--- config.mk ---
export PLATFORM = sky130hd
export DESIGN_NAME = multi_decade_counter
export DESIGN_NICKNAME = d
export VERILOG_FILES = /design/src/rtl/multi_decade_counter_pkg.sv /design/src/rtl/multi_decade_counter_decade.sv /design/src/rtl/multi_decade_counter.sv
export SDC_FILE = /design/constraint.sdc
export NUM_CORES = 1
export LEC_CHECK = 0
export CAP_MARGIN = 20
export CORE_AREA = 2 2 42 44
export CTS_CLUSTER_DIAMETER = 30
export CTS_CLUSTER_SIZE = 20
export DETAILED_ROUTE_END_ITERATION = 12
export DIE_AREA = 0 0 44 46
export PLACE_DENSITY = 0.72
export REMOVE_ABC_BUFFERS = 1
export SYNTH_ARGS = -nofsm -noshare
export SYNTH_HDL_FRONTEND = slang
export SYNTH_SLANG_ARGS = --single-unit
--- constraint.sdc ---
create_clock -name clk -period 1.55 [get_ports clk]
set_input_delay 0.31 -clock clk [delete_from_list [all_inputs] [get_ports clk]]
set_output_delay 0.31 -clock clk [all_outputs]
set_load 0.01 [all_outputs]
--- src/rtl/multi_decade_counter_pkg.sv ---
// Shared widths and limits for the three-digit BCD counter.
// Imported by the decade stage and the top.
package multi_decade_counter_pkg;

  localparam int unsigned DIGIT_W = 4;
  localparam logic [DIGIT_W-1:0] BCD_MAX = 4'd9;

  typedef logic [DIGIT_W-1:0] digit_t;

endpackage

--- src/rtl/multi_decade_counter_decade.sv ---
// One mod-(FINAL_VALUE+1) decade stage with an enable-qualified carry.
// Stages chain through ripple enables; all flops share clk.
module decade_counter
  import multi_decade_counter_pkg::*;
#(
  parameter digit_t FINAL_VALUE = BCD_MAX
) (
  input  logic   clk,
  input  logic   reset_n,
  input  logic   enable,
  output digit_t q,
  output logic   done
);

  assign done = enable && (q == FINAL_VALUE);

  always_ff @(posedge clk or negedge reset_n) begin
    if (!reset_n) begin
      q <= '0;
    end else if (enable) begin
      q <= done ? '0 : q + 1'b1;
    end
  end

endmodule

--- src/rtl/multi_decade_counter.sv ---
// Three-digit BCD event counter (000-999) with a terminal-count flag.
// done is combinational and high only on the edge that wraps 999 to 000.
module multi_decade_counter
  import multi_decade_counter_pkg::*;
(
  input  logic               clk,
  input  logic               reset_n,
  input  logic               enable,
  output logic               done,
  output logic [DIGIT_W-1:0] ones,
  output logic [DIGIT_W-1:0] tens,
  output logic [DIGIT_W-1:0] hundreds
);

  logic ones_done;
  logic tens_done;
  logic hund_done;

  decade_counter #(.FINAL_VALUE(BCD_MAX)) u_ones (
    .clk     (clk),
    .reset_n (reset_n),
    .enable  (enable),
    .q       (ones),
    .done    (ones_done)
  );

  decade_counter #(.FINAL_VALUE(BCD_MAX)) u_tens (
    .clk     (clk),
    .reset_n (reset_n),
    .enable  (ones_done),
    .q       (tens),
    .done    (tens_done)
  );

  decade_counter #(.FINAL_VALUE(BCD_MAX)) u_hund (
    .clk     (clk),
    .reset_n (reset_n),
    .enable  (tens_done),
    .q       (hundreds),
    .done    (hund_done)
  );

  assign done = enable && hund_done;

endmodule

Yosys cells after proc, flatten, opt, wreduce, memory -nomap -nowiden
Index checks and enable logic that the tools add are counted.
{"block": "classes", "n_addsub": 3, "eq_ne": 3, "mux": 3, "reduce_logical": 4}
{"operator": "adder 4 x 1 -> 4 bit, second input constant", "count": 3}
{"operator": "== test 4 bit, second input constant", "count": 3}
{"operator": "two-way mux 4 bit", "count": 3}
{"operator": "logical AND 1 bit", "count": 4}
{"block": "totals", "register_bits": 12, "inputBits": 3, "word_cells": 16}

Depth between registers and ports, before layout
Gate-level depths: netlist of run 1.
{"block": "logic_depth", "depth_word": 5, "mapped_depth": 6}

Modules after synthesis
A second synthesis of run 1 with hierarchy kept.
{"block": "unflattened", "cells_unflattened": 67, "area_unflattened_um2": 708.2}
{"mod": "decade_counter", "n_inst": 3, "cells_per_inst": 22, "area_each_um2": 234.0, "seq_area_each_um2": 100.1}
{"mod": "multi_decade_counter", "n_inst": 1, "cells_per_inst": 1, "area_each_um2": 6.3, "seq_area_each_um2": 0.0}

Least setup slack after synthesis of run 1
OpenSTA, ideal clock, no wires.
{"block": "synth_timing", "path_type": "register -> output", "startpoint": "register u_ones.q[0]", "endpoint": "output port done", "arrival_time_ns": 1.212, "t_required_ns": 1.240, "setup_slack_ns": 0.028, "path_stages_with_launch": 5, "path_buffers": 1, "path_cell_list": "dfrtp_1 ha_1 and4b_1 buf_4 and3_1"}
{"block": "synth_via", "elab_chain_len": 5}
{"element": "start: declaration", "line": "multi_decade_counter_decade.sv:11", "source": "output digit_t q,"}
{"element": "start signal: assignment", "line": "multi_decade_counter_decade.sv:21", "source": "q <= done ? '0 : q + 1'b1;"}
{"element": "== test 4 bit", "line": "multi_decade_counter_decade.sv:15", "source": "assign done = enable && (q == FINAL_VALUE);"}
{"element": "logical AND 1 bit (3 in a row)", "line": "multi_decade_counter_decade.sv:15"}
{"element": "logical AND 1 bit", "line": "multi_decade_counter.sv:43", "source": "assign done = enable && hund_done;"}
{"element": "end: declaration", "line": "multi_decade_counter.sv:9", "source": "output logic done,"}
No other way between the ends.

Worst setup path after layout of run 1
{"block": "layout_timing", "startpoint": "register u_ones.q[1]", "endpoint": "output port done"}
Same word-level chain as after synthesis.

==> results.cfg, run 1 <==
[placed_design]
dp_cells = 118
place_congestion = 0.785
dp_hpwl_um = 1270
placed_area_um2 = 1000
port_buffers = 15
dp_slack_ps = -473

[global_route]
grt_util_met1 = 0.241
grt_pass1_vias = 604
antenna_found_initial = 0
grt_max_degree = 13
use_met2 = 0.347
grt_util_all_layers = 0.195
grt_util_met3 = 0.0238
grt_overflow = 0
busiest_layer = met2
grt_first_pass_wirelength_um = 2840

[synthesis]
muxShareOfSynthArea = 0.0578
synth_top_family_by_area = simple AND/OR/NAND/NOR gates
synth-xor-area-share = 0.0126
synth-simple-area-share = 0.227
synth_flop_cell = dfrtp_1
synth_async_sr_flop_share = 1.00
ys_seq_area_frac = 0.433
synth_cell_type_count = 28
synth_compound_area_frac = 0.117
syn_inst = 68
ys_warn_count = 0
postSynthAreaPerCell_um2 = 10.2
synth-edff-count = 0
syn_area_um2 = 693
synth-adder-area-share = 0.108
synth_seq_cells = 12

[sta]
hold_violations = 0
fmax_mhz = 595
worstMarginPinSlew_ps = 227
relSlewSlack = 0.846
slew_viol_final = 0
finalCriticalPeriod_ps = 1680
hold_ws_ps = 358
setup_ws_ps = -130
rsz0062_at_grt = true
period_share = 1.08
setup_viol = 1
setup_tns_ps = -130
finalClockSkew_ps = 2.94

[finish]
final_cell_area_um2 = 1060
antenna_cells = 0
fin_nets = 117
synthToLayoutAreaGrowth_pct = 52.7
fillers = 156
drive_gt1_frac = 0.358
final_common_cell = buf_4
register_area_um2 = 300
multi_input_area_um2 = 397
final_util = 0.656
mostFrequentLayoutCells = buf_4, dfrtp_1, dlygate4sd2_1
final_cells = 123

[power_and_ir_drop]
vdd_drop_max_uv = 808
p_leak_nw = 0.529
finalPower_mw = 1.54
p_per_area_nw_per_um2 = 1450

[die]
dieArea_um2 = 2020
io_pins = 16
rows = 15
start_util = 0.429
fp.dieH_um = 46
die_width_um = 44
core_um2 = 1610

[detailed_routing]
drt-pass1-iter-count = 4
vias = 640
drtAntennaViolNets = 0
viasPerCell = 5.20
post_drt_wl_per_cell_um = 14.3
drc = 0
routed_wl_um = 1760
drt_iter0_drc = 6

[worst_setup_path]
worst-path-buf-inv = 2
critPathKind = register to output pin
crit_path_max_fanout = 2
required_ps = 1240
cp.arrival_ps = 1370
cp-end-kind = output pin
cp-start-kind = register
critical_path.max_stage_delay_ps = 400
cpLargestDelayFamily = flip-flops
slowest_stage = dfrtp_1
path_cells = inv_2 -> ha_4 -> and4b_1 -> and3_4 -> buf_6

[clock_tree]
insertion_delay_ps = 270
cts_tree = done
ctsHoldBuffers = 0
cts_root_buf = clkbuf_4
cts_buffer_depth = 2
clk_pin_slew_ps = 80
cts.sinks = 12
cts_buffers = 3
htreeDepth = 1

[min_path]
hold_class = primary input to async pin

[run_status]
status = finished, violations left
violations = negative setup slack

[run]
drv_cap = 0
-- synthesized netlist by cell type, types with 2 or more instances --
cell / count / area (µm²)
dfrtp_1: 12 / 300
nand2_1: 8 / 30.0
ha_1: 6 / 75.1
o21ai_0: 5 / 25.0
inv_1: 4 / 15.0
nor2_1: 4 / 15.0
and4b_1: 2 / 20.0
buf_4: 2 / 15.0
mux2_4: 2 / 30.0
nand2b_1: 2 / 12.5
nand3_1: 2 / 10.0
o22ai_1: 2 / 12.5
o31ai_1: 2 / 15.0
-- cells by family after synthesis --
kind of cell,count (synthesis)
multiplexers,3
buffers and inverters,6
flip-flops,12
AO/OA/AOI/OAI,13
AND/OR/NAND/NOR,27
adder cells (fa/ha/maj),6
XOR/XNOR,1
-- worst register-to-register path: cells and delay by family (launching register included) --
kind,cells,cell delay (ps)
flops,1,400
simple gates,2,300
buf+inv,2,260
fa+ha+maj,1,120
mux,1,290
-- layer usage --
| metal | wire [µm] | up-vias | part of all wire |
|---|---|---|---|
| li1 | - | 319 | - |
| met1 | 765 | 309 | 0.43 |
| met2 | 946 | 10 | 0.54 |
| met3 | 32 | 2 | 0.018 |
| met4 | 17 | 0 | 0.0096 |
| met5 | 0 | - | 0 |
-- state kept, by name, summed over array words and instances, names as in the netlist --
register  flops
u_hund.q      4
u_tens.q      4
u_ones.q      4
-- cell type report --
class                   count  share of cell area
inverters                   4              0.0142
well taps                  17              0.0201
clock buffers               3              0.0213
repair buffers             37               0.286
multi-input cells          50               0.375
flip-flops and latches     12               0.284
-- final timing paths --
| path | cells past startpoint | start | slack (ps) | to |
|---|---|---|---|---|
| max | 5 | u_ones.q[1] | -130 | done |
| min | 2 | reset_n | 360 | u_ones.q[1] |
| max reg2reg | 6 | u_ones.q[1] | 60 | u_hund.q[2] |
| min reg2reg | 2 | u_tens.q[1] | 590 | u_tens.q[1] |
| max in group asynchronous | 2 | reset_n | 1030 | u_ones.q[0] |
| min in group clk | 2 | u_tens.q[1] | 590 | u_tens.q[1] |
-- repair_timing --
item                       CTS  global route
setup endpoints to repair   15             1
pin swaps                    6             0
gates resized for setup     24             3
setup buffers                1             1
-- report_power, final --
| group | internal (mW) | switching [mW] | leakage (nW) |
|---|---|---|---|
| clock | 0.0897 | 0.103 | 0.0138 |
| sequential | 0.411 | 0.0633 | 0.146 |
| combinational | 0.466 | 0.404 | 0.369 |
Note: power is estimated with default switching activity, not from simulation.
==> run 2: changes to the inputs <==
--- a/config.mk
+++ b/config.mk
@@ -6,11 +6,11 @@
 export NUM_CORES = 1
 export LEC_CHECK = 0
 export CAP_MARGIN = 20
-export CORE_AREA = 2 2 42 44
+export CORE_AREA = 2 2 40 46
 export CTS_CLUSTER_DIAMETER = 30
 export CTS_CLUSTER_SIZE = 20
 export DETAILED_ROUTE_END_ITERATION = 12
-export DIE_AREA = 0 0 44 46
+export DIE_AREA = 0 0 42 48
 export PLACE_DENSITY = 0.72
 export REMOVE_ABC_BUFFERS = 1
 export SYNTH_ARGS = -nofsm -noshare
==> run 2 against run 1 <==
First-iteration DRC count fell by 17%. The flow still finishes with violations (negative setup slack). Setup slack improved by 11 ps. Maximum frequency rose by 0.68%. Sequential share of layout area rose by 0.20 points. Clock-buffer cell count did not move. Global-route usage fell by 3.2 points. Final cell count rose by 0.81%. Utilization rose by 3.6 points. Hold slack got worse by 32 ps. Total power fell by 3.6%. Non-clock buffer count rose by 1.
==> results.cfg, run 2 (synthesis results as in run 1) <==
[finish]
fillers = 135
final_util = 0.691
drive_gt1_frac = 0.355
register_area_um2 = 300
top_regs = u_hund.q (4), u_ones.q (4), u_tens.q (4)
mostFrequentLayoutCells = buf_4, dlygate4sd2_1, dfrtp_1
antenna_cells = 0
multi_input_area_um2 = 385
final_cell_area_um2 = 1050
final_common_cell = buf_4
synthToLayoutAreaGrowth_pct = 51.6
final_cells = 124
fin_nets = 118

[worst_setup_path]
worst-path-buf-inv = 1
critPathKind = register to output pin
rr_startpoint = u_ones.q[1]
required_ps = 1240
cp.arrival_ps = 1360
r2r_slack_ps = 70
rr_worst_depth = 7
cp-start-kind = register
r2r-end = u_hund.q[3]
cp-end-kind = output pin
cpLargestDelayFamily = simple AND/OR/NAND/NOR gates
crit_path_max_fanout = 2
critical_path.max_stage_delay_ps = 380
slowest_stage = dfrtp_1
path_cells = ha_2 -> and3b_2 -> and3_1 -> buf_2

[global_route]
grt_util_all_layers = 0.164
use_met2 = 0.306
grt_first_pass_wirelength_um = 2370
grt_util_met3 = 0.0226
grt_util_met1 = 0.183
grt_overflow = 0
busiest_layer = met2
antenna_found_initial = 0
grt_max_degree = 13
grt_pass1_vias = 552

[detailed_routing]
viasPerCell = 5.06
drtAntennaViolNets = 0
drt_iter0_drc = 5
routed_wl_um = 1540
vias = 628
drc = 0
drt-pass1-iter-count = 4
post_drt_wl_per_cell_um = 12.4

[power_and_ir_drop]
clkPwrFrac = 0.130
finalPower_mw = 1.48
vdd_drop_max_uv = 957
power_frac_comb = 0.556
p_seq_frac = 0.313
p_sw_mw = 0.538
p_per_area_nw_per_um2 = 1410
p_leak_nw = 0.537
p_int_mw = 0.944
swShare = 0.363

[sta]
setup_tns_ps = -118
setup_ws_ps = -118
relSlewSlack = 0.828
finalClockSkew_ps = 8.12
fmax_mhz = 599
slew_viol_final = 0
period_share = 1.08
finalCriticalPeriod_ps = 1670
hold_violations = 0
setup_viol = 1
worstMarginPinSlew_ps = 257
hold_ws_ps = 326
rsz0062_at_grt = true

[clock_tree]
insertion_delay_ps = 280
cts_buffers = 3
ctsHoldBuffers = 0
cts_root_buf = clkbuf_4
cts_buffer_depth = 2
clk_pin_slew_ps = 70
htreeDepth = 1
cts.sinks = 12
cts_tree = done

[die]
die_width_um = 42
io_pins = 16
fp.dieH_um = 48
start_util = 0.456
core_um2 = 1520
dieArea_um2 = 2020
rows = 15

[placed_design]
place_congestion = 0.839
dp_hpwl_um = 1170
port_buffers = 15
placed_area_um2 = 1010
dp_cells = 119
dp_slack_ps = -469

[min_path]
hold_class = primary input to async pin

[run_status]
status = finished, violations left
violations = negative setup slack

[run]
drv_cap = 0
==> run 2: layout make-up <==
type / instances / share of cell area
Clock buffer: 3 / 0.0214
Inverter: 4 / 0.0143
Timing Repair Buffer: 38 / 0.292
Multi-Input combinational cell: 50 / 0.367
Tap cell: 17 / 0.0202
Sequential cell: 12 / 0.286
==> run 2: worst max-delay path by stage <==
stage | start | to | slack [ps] | cells after the start
global route | u_ones.q[1] | done | -190 | 5
finish | u_tens.q[0] | done | -120 | 4
global placement | enable | done | -480 | 4
floorplan | u_ones.q[1] | done | -2 | 4
detailed placement | enable | done | -470 | 4
CTS | u_tens.q[0] | done | -130 | 4
==> run 2: routing by layer <==
| metal | part of all wire | vias to the layer above | wire (µm) |
|---|---|---|---|
| li1 | - | 322 | - |
| met1 | 0.44 | 292 | 681 |
| met2 | 0.50 | 11 | 774 |
| met3 | 0.035 | 3 | 53 |
| met4 | 0.017 | 0 | 26 |
| met5 | 0 | - | 0 |
==> run 2: power by group through the flow <==
stage / Sequential, mW / Clock, mW / Combinational, mW
2_1_floorplan: 0.569 / 0 / 0.260
3_3_place_gp: 0.461 / 0 / 0.846
3_5_place_dp: 0.464 / 0 / 0.869
4_1_cts: 0.466 / 0.199 / 0.820
5_1_grt: 0.476 / 0.202 / 0.911
6_report: 0.464 / 0.193 / 0.825
==> run 2: what timing repair did <==
action,CTS,global route
buffers inserted,0,2
pin swaps,3,4
setup endpoints to repair,13,4
gates resized for setup,22,3
==> run 3: changes to the inputs <==
--- a/config.mk
+++ b/config.mk
@@ -5,13 +5,14 @@
 export SDC_FILE = /design/constraint.sdc
 export NUM_CORES = 1
 export LEC_CHECK = 0
+export ABC_AREA = 1
 export CAP_MARGIN = 20
 export CORE_AREA = 2 2 40 46
 export CTS_CLUSTER_DIAMETER = 30
 export CTS_CLUSTER_SIZE = 20
 export DETAILED_ROUTE_END_ITERATION = 12
 export DIE_AREA = 0 0 42 48
-export PLACE_DENSITY = 0.72
+export PLACE_DENSITY = 0.73
 export REMOVE_ABC_BUFFERS = 1
 export SYNTH_ARGS = -nofsm -noshare
 export SYNTH_HDL_FRONTEND = slang
==> run 3 against run 2 <==
The flow still finishes with violations (negative setup slack). Final cell count rose by 19%. Combinational power rose by 17%. Global-route usage rose by 1.3 points. Register-to-register slack improved by 60 ps. Utilization rose by 4.9 points. Clock-buffer cell count rose by 1. Sequential cell count did not move. Clock power rose by 28%. Hold slack improved by 74 ps. Critical endpoint unchanged.
==> results.cfg, run 3 <==
[run_status]
status = finished, violations left
violations = negative setup slack

[die]
dieArea_um2 = 2020
rows = 15
start_util = 0.463
fp.dieH_um = 48
io_pins = 16
core_um2 = 1520
die_width_um = 42

[synthesis]
synth_seq_cells = 12
synthTopCellsByArea = dfrtp_1, nand2_1, ha_1
postSynthAreaPerCell_um2 = 8.19
synth-edff-count = 0
ys_seq_area_frac = 0.426
synth_cell_type_count = 19
syn_inst = 86
ys_warn_count = 0
syn_area_um2 = 704
yosysTopAreaCellShare = 0.426
yosysTopAreaCell = dfrtp_1
yosysMostFrequentCell = nand2_1
synth_async_sr_flop_share = 1.00
synth_flop_cell = dfrtp_1
synth_common_cells = nand2_1, dfrtp_1, inv_1, nor2_1, ha_1

[clock_tree]
insertion_delay_ps = 270
cts_buffer_depth = 2
cts_root_buf = clkbuf_4
htreeDepth = 1
cts_buffers = 3
clk_pin_slew_ps = 80
cts_tree = done
cts.sinks = 12

[global_route]
grt_overflow = 0
grt_pass1_vias = 617
grt_first_pass_wirelength_um = 2650
grt_util_all_layers = 0.177
grt_max_degree = 13
antenna_found_initial = 0

[detailed_routing]
drt_iter0_drc = 15
vias = 694
drt-pass1-iter-count = 4
drtAntennaViolNets = 0
routed_wl_um = 1600
drc = 0
viasPerCell = 4.69
post_drt_wl_per_cell_um = 10.8

[placed_design]
port_buffers = 15
placed_area_um2 = 1040
place_congestion = 0.775
dp_hpwl_um = 1160
dp_cells = 140

[power_and_ir_drop]
swShare = 0.374
power_frac_comb = 0.567
p_per_area_nw_per_um2 = 1510
p_int_mw = 1.07
p_seq_frac = 0.288
vdd_drop_max_uv = 1060
clkPwrFrac = 0.145
p_sw_mw = 0.637
p_leak_nw = 0.612

[finish]
antenna_cells = 0
fin_nets = 141
top_regs = u_hund.q (4), u_ones.q (4), u_tens.q (4)
final_util = 0.741
final_common_cell = nand2_1
drive_gt1_frac = 0.336
mostFrequentLayoutCells = nand2_1, buf_4, dfrtp_1
final_cell_area_um2 = 1130
final_cells = 148
synthToLayoutAreaGrowth_pct = 59.9

[sta]
setup_tns_ps = -131
setup_viol = 1
finalCriticalPeriod_ps = 1680
relSlewSlack = 0.623
worstMarginPinSlew_ps = 564
setup_ws_ps = -131
hold_violations = 0
period_share = 1.08
fmax_mhz = 595
rsz0062_at_grt = true
finalClockSkew_ps = 0.348
slew_viol_final = 0

[worst_setup_path]
r2r_slack_ps = 130
required_ps = 1240
path_cells = inv_2 -> ha_4 -> inv_2 -> nor2_4 -> nand3_4 -> nor2_2 -> buf_2
crit_path_max_fanout = 2
cp.arrival_ps = 1370
critical_path.max_stage_delay_ps = 390
critPathKind = register to output pin
cp-end-kind = output pin
slowest_stage = dfrtp_1
cpMostUsedCell = inv_2
cp-start-kind = register

[min_path]
hold_class = primary input to async pin

[run]
drv_cap = 0
run 3: cell count changes after synthesis, moves of 3 or more:
cell,before,now
inv_1,4,11
o21ai_0,5,0
nand2_1,8,27
nand3_1,2,5
nor2_1,4,7
run 3: final timing paths:
path,from,end,cells past startpoint
worst max-delay path,u_tens.q[1],done,7
worst min-delay path,reset_n,u_ones.q[0],1
worst max register to register,u_ones.q[1],u_hund.q[0],9
worst min register to register,u_hund.q[3],u_hund.q[3],3
max in group asynchronous,reset_n,u_hund.q[2],1
min in group clk,u_hund.q[3],u_hund.q[3],3
run 3: cell type report:
type	count	area [µm²]
inverters	12	45.0
flip-flops and latches	12	300
repair buffers	41	327
multi-input cells	62	397
fillers	123	394
clock buffers	4	36.3
well taps	17	21.3
run 3: repair_timing:
action	4_1_cts	5_1_grt
pin swaps	1	2
gates resized for setup	18	7
hold buffers	0	0
endpoints found under the setup margin	12	3
setup buffers	4	0
run 3: power groups by stage:
stage                     Combinational, mW  Clock, mW  Sequential [mW]
final                                 0.968      0.247            0.491
after global routing                   1.07      0.270            0.503
after CTS                             0.913      0.254            0.476
after detailed placement              0.904          0            0.483
after global placement                0.893          0            0.478
after floorplan                       0.303          0            0.579
run 3: layer usage:
metal / global-route usage / vias up / wire (µm)
met5: 0 / - / 0
met4: 0.0581 / 0 / 13
met3: 0.0453 / 2 / 64
met2: 0.316 / 13 / 791
met1: 0.214 / 317 / 729
li1: - / 362 / -
run 3: cell families after synthesis:
logic type	after synthesis	synth area share
AOI/OAI and AO/OA	6	0.0462
muxes	1	0.0142
and+or+nand+nor	47	0.318
xor gates and xnor gates	2	0.0249
buffers and inverters	12	0.0639
DFF	12	0.426
adders and majority gates	6	0.107
run 3: metrics by stage:
stage	total power [mW]	worst slack (ps)	hold slack [ps]
after floorplan	0.882	33.9	14.4
after global placement	1.37	-473	572
after detailed placement	1.39	-490	578
after CTS	1.64	-149	401
after global routing	1.84	-205	429
final	1.71	-131	400
run 3: critical path, delay by kind of cell, from the launching register on:
kind                     cells  cell delay, ps
flip-flops                   1             390
AND/OR/NAND/NOR              3             340
buffers and inverters        3             250
adder cells (fa/ha/maj)      1             120
